## src/rtl/rom_wr_ctrl_if.sv

```systemverilog
// Bus bundle for rom_wr_ctrl: session control, data-beat handshake,
// memory strobes and status. The controller takes the master side.
interface rom_wr_ctrl_if #(
    parameter int ADDR_WD = 8,
    parameter int DATA_WD = 8
);
    logic               start;
    logic [ADDR_WD-1:0] start_addr;
    logic               abort;
    logic               in_vld;
    logic [DATA_WD-1:0] in_data;
    logic               in_rdy;
    logic [ADDR_WD-1:0] mem_addr;
    logic [DATA_WD-1:0] mem_wr_data;
    logic               CE_bar;
    logic               OE_bar;
    logic               WE_bar;
    logic               busy;
    logic               done;
    logic [ADDR_WD:0]   wr_count;

    // Controller view: drives the memory bus and status.
    modport master (
        input  start, start_addr, abort, in_vld, in_data,
        output in_rdy, mem_addr, mem_wr_data, CE_bar, OE_bar, WE_bar,
               busy, done, wr_count
    );

    // Environment view: issues sessions and data beats.
    modport slave (
        output start, start_addr, abort, in_vld, in_data,
        input  in_rdy, mem_addr, mem_wr_data, CE_bar, OE_bar, WE_bar,
               busy, done, wr_count
    );
endinterface

```

## src/rtl/rom_wr_ctrl.sv

```systemverilog
// Write controller for an asynchronous SRAM/EEPROM-style memory.
// A session writes NUM_WORDS beats at consecutive addresses, each with a
// setup / WE_bar pulse / hold sequence. All outputs are registered; the
// strobes are decoded from the next state so they line up with the state.
module rom_wr_ctrl #(
    parameter int ADDR_WD   = 8,
    parameter int DATA_WD   = 8,
    parameter int NUM_WORDS = 21,
    parameter int SETUP_CYC = 1,
    parameter int PULSE_CYC = 2,
    parameter int HOLD_CYC  = 1
) (
    input  logic          clk,
    input  logic          reset,
    rom_wr_ctrl_if.master bus
);

    localparam int MAX_CYC = (SETUP_CYC > PULSE_CYC) ?
                             ((SETUP_CYC > HOLD_CYC) ? SETUP_CYC : HOLD_CYC) :
                             ((PULSE_CYC > HOLD_CYC) ? PULSE_CYC : HOLD_CYC);
    localparam int CNT_W = $clog2(MAX_CYC + 1);

    localparam logic [CNT_W-1:0] SETUP_LAST = CNT_W'(SETUP_CYC - 1);
    localparam logic [CNT_W-1:0] PULSE_LAST = CNT_W'(PULSE_CYC - 1);
    localparam logic [CNT_W-1:0] HOLD_LAST  = CNT_W'(HOLD_CYC - 1);
    localparam logic [ADDR_WD:0] LAST_WORD  = (ADDR_WD + 1)'(NUM_WORDS);

    typedef enum logic [2:0] {
        S_IDLE, S_WAIT_DATA, S_SETUP, S_PULSE, S_HOLD, S_DONE
    } state_t;

    state_t             state_q, state_d;
    logic [CNT_W-1:0]   cyc_q, cyc_d;
    logic               abort_q, abort_d;
    logic [ADDR_WD-1:0] addr_q, addr_d;
    logic [DATA_WD-1:0] data_q, data_d;
    logic [ADDR_WD:0]   cnt_q, cnt_d;
    logic [ADDR_WD:0]   cnt_inc;
    logic               ce_bar_q, ce_bar_d;
    logic               we_bar_q, we_bar_d;
    logic               in_rdy_q, in_rdy_d;
    logic               busy_q, busy_d;
    logic               done_q, done_d;

    // Next-state, datapath updates and registered-output decode.
    always_comb begin
        state_d = state_q;
        cyc_d   = cyc_q;
        abort_d = abort_q;
        addr_d  = addr_q;
        data_d  = data_q;
        cnt_d   = cnt_q;
        cnt_inc = cnt_q + 1'b1;

        case (state_q)
            S_IDLE: begin
                if (bus.start) begin
                    state_d = S_WAIT_DATA;
                    addr_d  = bus.start_addr;
                    cnt_d   = '0;
                    abort_d = 1'b0;
                end
            end
            S_WAIT_DATA: begin
                // abort wins over a beat offered in the same cycle
                if (bus.abort) begin
                    state_d = S_IDLE;
                end else if (bus.in_vld) begin
                    data_d  = bus.in_data;
                    cyc_d   = '0;
                    state_d = S_SETUP;
                end
            end
            S_SETUP: begin
                abort_d = abort_q | bus.abort;
                if (cyc_q == SETUP_LAST) begin
                    cyc_d   = '0;
                    state_d = S_PULSE;
                end else begin
                    cyc_d = cyc_q + 1'b1;
                end
            end
            S_PULSE: begin
                abort_d = abort_q | bus.abort;
                if (cyc_q == PULSE_LAST) begin
                    cyc_d   = '0;
                    state_d = S_HOLD;
                end else begin
                    cyc_d = cyc_q + 1'b1;
                end
            end
            S_HOLD: begin
                abort_d = abort_q | bus.abort;
                if (cyc_q == HOLD_LAST) begin
                    // write is complete; abort (latched or late) suppresses done
                    cyc_d  = '0;
                    cnt_d  = cnt_inc;
                    addr_d = addr_q + 1'b1;
                    if (abort_q || bus.abort)   state_d = S_IDLE;
                    else if (cnt_inc == LAST_WORD) state_d = S_DONE;
                    else                        state_d = S_WAIT_DATA;
                end else begin
                    cyc_d = cyc_q + 1'b1;
                end
            end
            S_DONE:  state_d = S_IDLE;
            default: state_d = S_IDLE;
        endcase

        ce_bar_d = !(state_d == S_SETUP || state_d == S_PULSE || state_d == S_HOLD);
        we_bar_d = (state_d != S_PULSE);
        in_rdy_d = (state_d == S_WAIT_DATA);
        busy_d   = (state_d != S_IDLE);
        done_d   = (state_d == S_DONE);
    end

    // State and output registers; reset drops the strobes without a clock.
    always_ff @(posedge clk or posedge reset) begin
        if (reset) begin
            state_q  <= S_IDLE;
            cyc_q    <= '0;
            abort_q  <= 1'b0;
            addr_q   <= '0;
            data_q   <= '0;
            cnt_q    <= '0;
            ce_bar_q <= 1'b1;
            we_bar_q <= 1'b1;
            in_rdy_q <= 1'b0;
            busy_q   <= 1'b0;
            done_q   <= 1'b0;
        end else begin
            state_q  <= state_d;
            cyc_q    <= cyc_d;
            abort_q  <= abort_d;
            addr_q   <= addr_d;
            data_q   <= data_d;
            cnt_q    <= cnt_d;
            ce_bar_q <= ce_bar_d;
            we_bar_q <= we_bar_d;
            in_rdy_q <= in_rdy_d;
            busy_q   <= busy_d;
            done_q   <= done_d;
        end
    end

    assign bus.mem_addr    = addr_q;
    assign bus.mem_wr_data = data_q;
    assign bus.CE_bar      = ce_bar_q;
    assign bus.OE_bar      = 1'b1;
    assign bus.WE_bar      = we_bar_q;
    assign bus.in_rdy      = in_rdy_q;
    assign bus.busy        = busy_q;
    assign bus.done        = done_q;
    assign bus.wr_count    = cnt_q;

endmodule

```

## src/flat_wrapper.sv

```systemverilog
// flat-port wrapper written by rule: the top's interface ports become plain ports
module rom_wr_ctrl_flat 
#(
    parameter int ADDR_WD   = 8,
    parameter int DATA_WD   = 8,
    parameter int NUM_WORDS = 21,
    parameter int SETUP_CYC = 1,
    parameter int PULSE_CYC = 2,
    parameter int HOLD_CYC  = 1
)
  (clk, reset, bus_start, bus_start_addr, bus_abort, bus_in_vld, bus_in_data, bus_in_rdy, bus_mem_addr, bus_mem_wr_data, bus_CE_bar, bus_OE_bar, bus_WE_bar, bus_busy, bus_done, bus_wr_count);
  rom_wr_ctrl_if #(.ADDR_WD(ADDR_WD), .DATA_WD(DATA_WD)) bus_i ();
  input  logic clk;
  input  logic reset;
  input wire logic [$bits(bus_i.start)-1:0] bus_start;
  input wire logic [$bits(bus_i.start_addr)-1:0] bus_start_addr;
  input wire logic [$bits(bus_i.abort)-1:0] bus_abort;
  input wire logic [$bits(bus_i.in_vld)-1:0] bus_in_vld;
  input wire logic [$bits(bus_i.in_data)-1:0] bus_in_data;
  output wire logic [$bits(bus_i.in_rdy)-1:0] bus_in_rdy;
  output wire logic [$bits(bus_i.mem_addr)-1:0] bus_mem_addr;
  output wire logic [$bits(bus_i.mem_wr_data)-1:0] bus_mem_wr_data;
  output wire logic [$bits(bus_i.CE_bar)-1:0] bus_CE_bar;
  output wire logic [$bits(bus_i.OE_bar)-1:0] bus_OE_bar;
  output wire logic [$bits(bus_i.WE_bar)-1:0] bus_WE_bar;
  output wire logic [$bits(bus_i.busy)-1:0] bus_busy;
  output wire logic [$bits(bus_i.done)-1:0] bus_done;
  output wire logic [$bits(bus_i.wr_count)-1:0] bus_wr_count;
  assign bus_i.start = bus_start;
  assign bus_i.start_addr = bus_start_addr;
  assign bus_i.abort = bus_abort;
  assign bus_i.in_vld = bus_in_vld;
  assign bus_i.in_data = bus_in_data;
  assign bus_in_rdy = bus_i.in_rdy;
  assign bus_mem_addr = bus_i.mem_addr;
  assign bus_mem_wr_data = bus_i.mem_wr_data;
  assign bus_CE_bar = bus_i.CE_bar;
  assign bus_OE_bar = bus_i.OE_bar;
  assign bus_WE_bar = bus_i.WE_bar;
  assign bus_busy = bus_i.busy;
  assign bus_done = bus_i.done;
  assign bus_wr_count = bus_i.wr_count;
  rom_wr_ctrl #(.ADDR_WD(ADDR_WD), .DATA_WD(DATA_WD), .NUM_WORDS(NUM_WORDS), .SETUP_CYC(SETUP_CYC), .PULSE_CYC(PULSE_CYC), .HOLD_CYC(HOLD_CYC)) u_core (.clk(clk), .reset(reset), .bus(bus_i));
endmodule
```

## config.mk

```make
export PLATFORM = sky130hd
export DESIGN_NAME = rom_wr_ctrl_flat
export DESIGN_NICKNAME = d
export VERILOG_FILES = /design/src/rtl/rom_wr_ctrl_if.sv /design/src/rtl/rom_wr_ctrl.sv /design/src/flat_wrapper.sv
export SDC_FILE = /design/constraint.sdc
export NUM_CORES = 1
export LEC_CHECK = 0
export CAP_MARGIN = 40
export CORE_AREA = 3 3 66 68
export CTS_BUF_LIST = sky130_fd_sc_hd__clkbuf_4 sky130_fd_sc_hd__clkbuf_8 sky130_fd_sc_hd__clkbuf_16
export CTS_CLUSTER_SIZE = 24
export DETAILED_ROUTE_END_ITERATION = 16
export DIE_AREA = 0 0 69 71
export PLACE_DENSITY = 0.81
export SLEW_MARGIN = 10
export SYNTH_ARGS = -nofsm -noshare
export SYNTH_HDL_FRONTEND = slang
export SYNTH_SLANG_ARGS = --single-unit
```

## constraint.sdc

```tcl
create_clock -name clk -period 4.58 [get_ports clk]
set_input_delay 0.916 -clock clk [delete_from_list [all_inputs] [get_ports clk]]
set_output_delay 0.916 -clock clk [all_outputs]
set_load 0.01 [all_outputs]
```

# Yosys cells after proc, flatten, opt, wreduce, memory -nomap -nowiden
# Cells that the tools add are included.
[totals]
wordCells = 70
regBits = 36
out_inout_bits = 31
inputBits = 21
[classes]
reduce_logical = 16
add_sub_neg = 3
n_eq_ne = 16
n_mux = 22
bitwise_logic = 2
[ops]
columns = ["operator", "n"]
rows = [
  ["$mux W3", 8],
  ["$mux W9", 2],
  ["$pmux W9 S2", 1],
  ["$mux W8", 2],
  ["$pmux W8 S2", 1],
  ["$pmux W3 S5", 1],
  ["$eq A3 B2 Y1 const B", 4],
  ["$add A9 B1 Y9 const B", 1],
  ["$eq A3 B3 Y1 const B", 3],
  ["$eq A9 B5 Y1 const B", 1],
  ["$reduce_and A3 Y1", 3],
  ["$add A8 B1 Y8 const B", 1],
  ["$mux W2", 4],
  ["$eq A3 B1 Y1 const B", 2],
  ["$ne A2 B2 Y1 const B", 3],
  ["$pmux W2 S3", 1],
  ["$reduce_bool A3 Y1", 2],
  ["$reduce_bool A2 Y1", 2],
  ["$logic_not A3 Y1", 1],
  ["$logic_or A1 B1 Y1", 3],
  ["$ne A3 B2 Y1 const B", 1],
  ["$reduce_or A3 Y1", 1],
  ["$add A2 B1 Y2 const B", 1],
  ["$eq A2 B1 Y1 const B", 1],
  ["other kinds (9)", 9],
]

# Depth between registers and ports, before layout
[depth]
ltp_word = 10
ltp_mapped = 7
depth_no_buf = 7

# Worst setup path before layout
# OpenSTA, ideal clock, no wires.
[synth_path]
path_kind = "input to register"
start = "input port bus_abort"
end = "register u_core.in_rdy_q (netlist: u_core.bus.in_rdy)"
arrival_time_ns = 1.871
path_slack_ns = 2.591
setup_time_ns = 0.119
path_stages = 4
path_buffers = 0
required_time_ns = 4.461
cell_sequence = "nor3b_1 > nand4_1 > o41a_1 > o21a_1"
[synth_between]
elab_chain_cells = 5
word_cells_on_any_way = 6
classes_between = "eq/ne (1); mux (4); reduce/logical (1)"
[synth_lines]
columns = ["item", "line_no", "source"]
rows = [
  ["start: declaration", "flat_wrapper.sv:17", "input wire logic [$bits(bus_i.abort)-1:0] bus_abort;"],
  ["$logic_or A1 B1 Y1", "rom_wr_ctrl.sv:99", "if (abort_q || bus.abort) state_d = S_IDLE;"],
  ["$mux W3", "rom_wr_ctrl.sv:99", ""],
  ["$mux W3", "rom_wr_ctrl.sv:94", "if (cyc_q == HOLD_LAST) begin"],
  ["$pmux W3 S5 *", "rom_wr_ctrl.sv:55", "case (state_q)"],
  ["$eq A3 B1 Y1 *", "rom_wr_ctrl.sv:112", "in_rdy_d = (state_d == S_WAIT_DATA);"],
  ["named net u_core.in_rdy_d", "rom_wr_ctrl.sv:41", "logic in_rdy_q, in_rdy_d;"],
  ["end signal: assignment", "rom_wr_ctrl.sv:140", "in_rdy_q <= in_rdy_d;"],
  ["end: declaration", "rom_wr_ctrl.sv:41", ""],
]
# The timed path passes the listed nets; every way through them passes the cells marked *.
# A chain may end at the register's enable or synchronous reset.

# Worst setup path in the final report
# Same ends and word-level chain as after synthesis.

==> summary.md <==
| Metric | Value |
|---|---|
| Status | finished clean |
| Skew final | 0.00739 ns |
| Die H | 71 um |
| Drt pass-1 iters | 4 |
| Peak fanout along the critical path | 4 |
| Post-CTS Setup Bufs | 0 |
| Layout Cells excl Fill | 301 |
| R2R setup slack | 2.48 ns |
| Worst Hold Class | reg -> reg |
| GRT overflow | 0 |
| CTS tree | yes |
| Area leader, netlist | dfrtp_1 |
| Final setup margin | 2.25 ns |
| Final setup violation count | 0 |
| Core box area | 3910 sq um |
| Clock power share | 17.0% |
| CTS Hold Buffers Added | 0 |
| Ys Warns | 0 |
| Initial cell density of the core | 49.7% |
| Count leader, synth | dfrtp_1 |
| Area grow syn2layout | 31.6% |
| Post-CTS Resized | 0 |
| Top post-synthesis cells by count | 34 x dfrtp_1, 23 x nor2_1, 15 x nand2_1, 13 x a21oi_1, 12 x o21ai_0 |
| Mux contribution to synthesized area | 6.18% |
| Compound-gate portion of the synthesized area | 20.1% |
| Synth Register Bits | 36 |
| Number of DRC markers in iteration 0 | 123 |
| Root Buffer | clkbuf_8 |
| Unique cell type count in the Yosys netlist | 40 |
| Pin count of the biggest net entering global routing | 37 |
| Pwr/cell area | 507 nW/um^2 |
| Die ar. | 4900 sq um |
| Buf/Inv on CP | 1 |
| # nets final | 278 |
| Ant diodes | 0 |
| Worst r2r dst | u_core.bus.in_rdy |
| Logic pwr share | 41.5% |
| Vias in the first global route | 1563 |
| Hold Path Depth | 1 |
| Global-route wire length before repair | 6.99 mm |
| Slowest stage delay, CP | 0.47 ns |
| Input/output buffers | 50 |
| Simple-Gate Fraction of Synth Area | 14.9% |
| Internal power | 852 uW |
| Sw power | 446 uW |
| # DRC | 0 |
| Hold endpoint | u_core.bus.mem_wr_data[1] |
| Hold Crit Start | u_core.bus.mem_wr_data[1] |
| Fin crit share | 50.9% |
| Ys async rst share | 100% |
| Max Transition Viols Final | 0 |
| Drt wl/cell | 13.4 um |
| Antenna Nets Post-Route | 0 |
| RSZ-0062 raised after global routing | no |
| EDFF count, synth | 0 |
| Worst skew pair latency | 0.28 ns |
| Top cell type's share of synthesized area | 43.8% |
| Initial antenna violation count | 0 |
| Post-synth net total | 231 |
| Sw Share | 34.3% |
| Crit path DAT | 2.50 ns |
| Critical Path RT | 4.75 ns |
| FP Rows | 23 |
| Final Cell Area | 2560 sq um |
| Num ports | 52 |
| Clock buffer depth | 2 |
| Final hold viol count | 0 |
| Fill count | 344 |
| CTS H-tree depth | 2 |
| CP startpoint kind | input port |
| Synth Instances | 203 |
| Max-cap viol count | 0 |
| Layout cells sized above 1 | 9.16% |
| R2R cell count | 6 |
| Total wire length | 4.03 mm |
| Least-Margin Pin Slew | 0.696 ns |
| Max VDD drop | 0.323 mV |
| Top FF cell, synth | dfrtp_1 |
| Relative slew slack | 53.6% |
| Leakage | 0.00105 uW |
| Xor and xnor area share after synthesis | 2.70% |
| WS Path Type | in -> reg |
| Area after DPL | 2470 sq um |
| Final critical-path required period | 2.33 ns |
| HPWL Detailed | 2.92 mm |
| Final setup TNS | 0 ns |
| Cell area after synthesis | 1940 sq um |
| Seq/Total Area, Yosys | 46.5% |
| CTS sink cnt | 36 |
| Sequential share of power | 41.4% |
| Largest cells by area after synthesis | dfrtp_1 44%, mux2_2 4.6%, ha_1 4.5% |
| Vias per cell | 5.50 |
| Synth Area in Adders | 4.50% |
| Dpl cells | 293 |
| Chip width | 69 um |
| RD Place Congestion | 0.793 |
| Clock-pin slew on the worst setup and hold paths | 0.06 ns |
| Setup crit end kind | flip-flop |
| CP cell instances | clkdlybuf4s50_1, nor3b_1, nand4_1, o41a_1, o21a_1 |
| Vias | 1657 |
| Mean area per synthesized cell | 9.58 sq um |
| Reg-to-Reg Start | u_core.cyc_q[0] |
| Slowest stage cell, crit path | o41a_1 |
| CTS Buf Count | 5 |
| Fmax | 0.429 GHz |
| Critical path's top delay family | compound AO/OA/AOI/OAI gates |
| Total GRT Usage | 17.4% |
| Largest family of logic cells by synthesized area | compound AO/OA/AOI/OAI gates |
| Setup slack at placement | 1.96 ns |
==> power by group through the flow <==
stage                     clock (uW)  combinational, uW  sequential (uW)
after floorplan                    0                279              548
after global routing             243                603              555
after CTS                        231                547              536
after detailed placement           0                543              540
after global placement             0                531              536
final                            221                539              538
==> worst max-delay path by stage <==
stage | startpoint | end | slack [ns] | cells after the start
5_1_grt | bus_abort | u_core.bus.in_rdy | 2.20 | 5
4_1_cts | bus_abort | u_core.bus.in_rdy | 2.27 | 5
3_5_place_dp | bus_abort | u_core.bus.in_rdy | 1.96 | 5
2_1_floorplan | bus_abort | u_core.bus.in_rdy | 2.59 | 4
3_3_place_gp | bus_abort | u_core.bus.in_rdy | 2.02 | 5
6_report | bus_abort | u_core.bus.in_rdy | 2.25 | 5
==> state kept, by name, summed over array words and instances, names as in the netlist <==
signal / cells
u_core.bus.mem_wr_data: 8
u_core.state_q: 3
u_core.bus.busy: 1
u_core.bus.WE_bar: 1
u_core.bus.in_rdy: 1
u_core.bus.wr_count: 9
u_core.bus.mem_addr: 8
u_core.bus.CE_bar: 1
u_core.abort_q: 1
u_core.cyc_q: 2
u_core.bus.done: 1
==> metal layers <==
metal  global-route usage [%]  wire [um]
met5                        0          0
met4                     5.86          9
met3                     4.40        212
met2                     30.0       2120
met1                     21.4       1690
==> through the flow <==
stage | utilization [%] | power, uW | hold WS (ns)
after floorplan | - | 827 | 0.514
after CTS | 65.4 | 1310 | 0.507
after detailed placement | 63.1 | 1080 | 0.493
after global routing | 65.4 | 1400 | 0.523
final | 65.4 | 1300 | 0.504
after global placement | 63.1 | 1070 | 0.487
==> cell type report <==
| class | instances | area (sq um) | area share [%] |
|---|---|---|---|
| clock buffers | 7 | 83.8 | 3.28 |
| repair buffers | 52 | 515 | 20.1 |
| multi-input cells | 145 | 951 | 37.2 |
| clock inverters | 1 | 5.00 | 0.196 |
| flip-flops and latches | 36 | 903 | 35.3 |
| well taps | 50 | 62.6 | 2.44 |
| inverters | 10 | 37.5 | 1.47 |
==> cells by family (layout without fill, tap and decap cells) <==
group | after synthesis | in the layout
compound gates | 58 | 58
mux | 11 | 11
other cells | 1 | 1
fa+ha+maj | 7 | 7
xor+xnor | 6 | 6
buf+inv | 22 | 70
simple gates | 62 | 62
flops | 36 | 36
==> cell usage in the layout, fill, tap and decap left out, types with 3 or more instances in the layout <==
master	netlist	layout
ha_1	7	7
o31ai_1	5	5
xnor2_1	3	3
clkbuf_8	0	5
and3_1	5	5
o21ai_0	12	12
mux2i_1	3	3
o22a_1	6	6
dfrtp_1	34	34
nand3_1	10	10
xor2_1	3	3
inv_1	10	10
o21a_1	3	3
nand2_1	15	15
a31oi_1	5	5
clkdlybuf4s50_1	0	50
nor2_1	23	23
mux2_2	8	8
a21oi_1	13	13
Power figures use the tool's default switching activity.
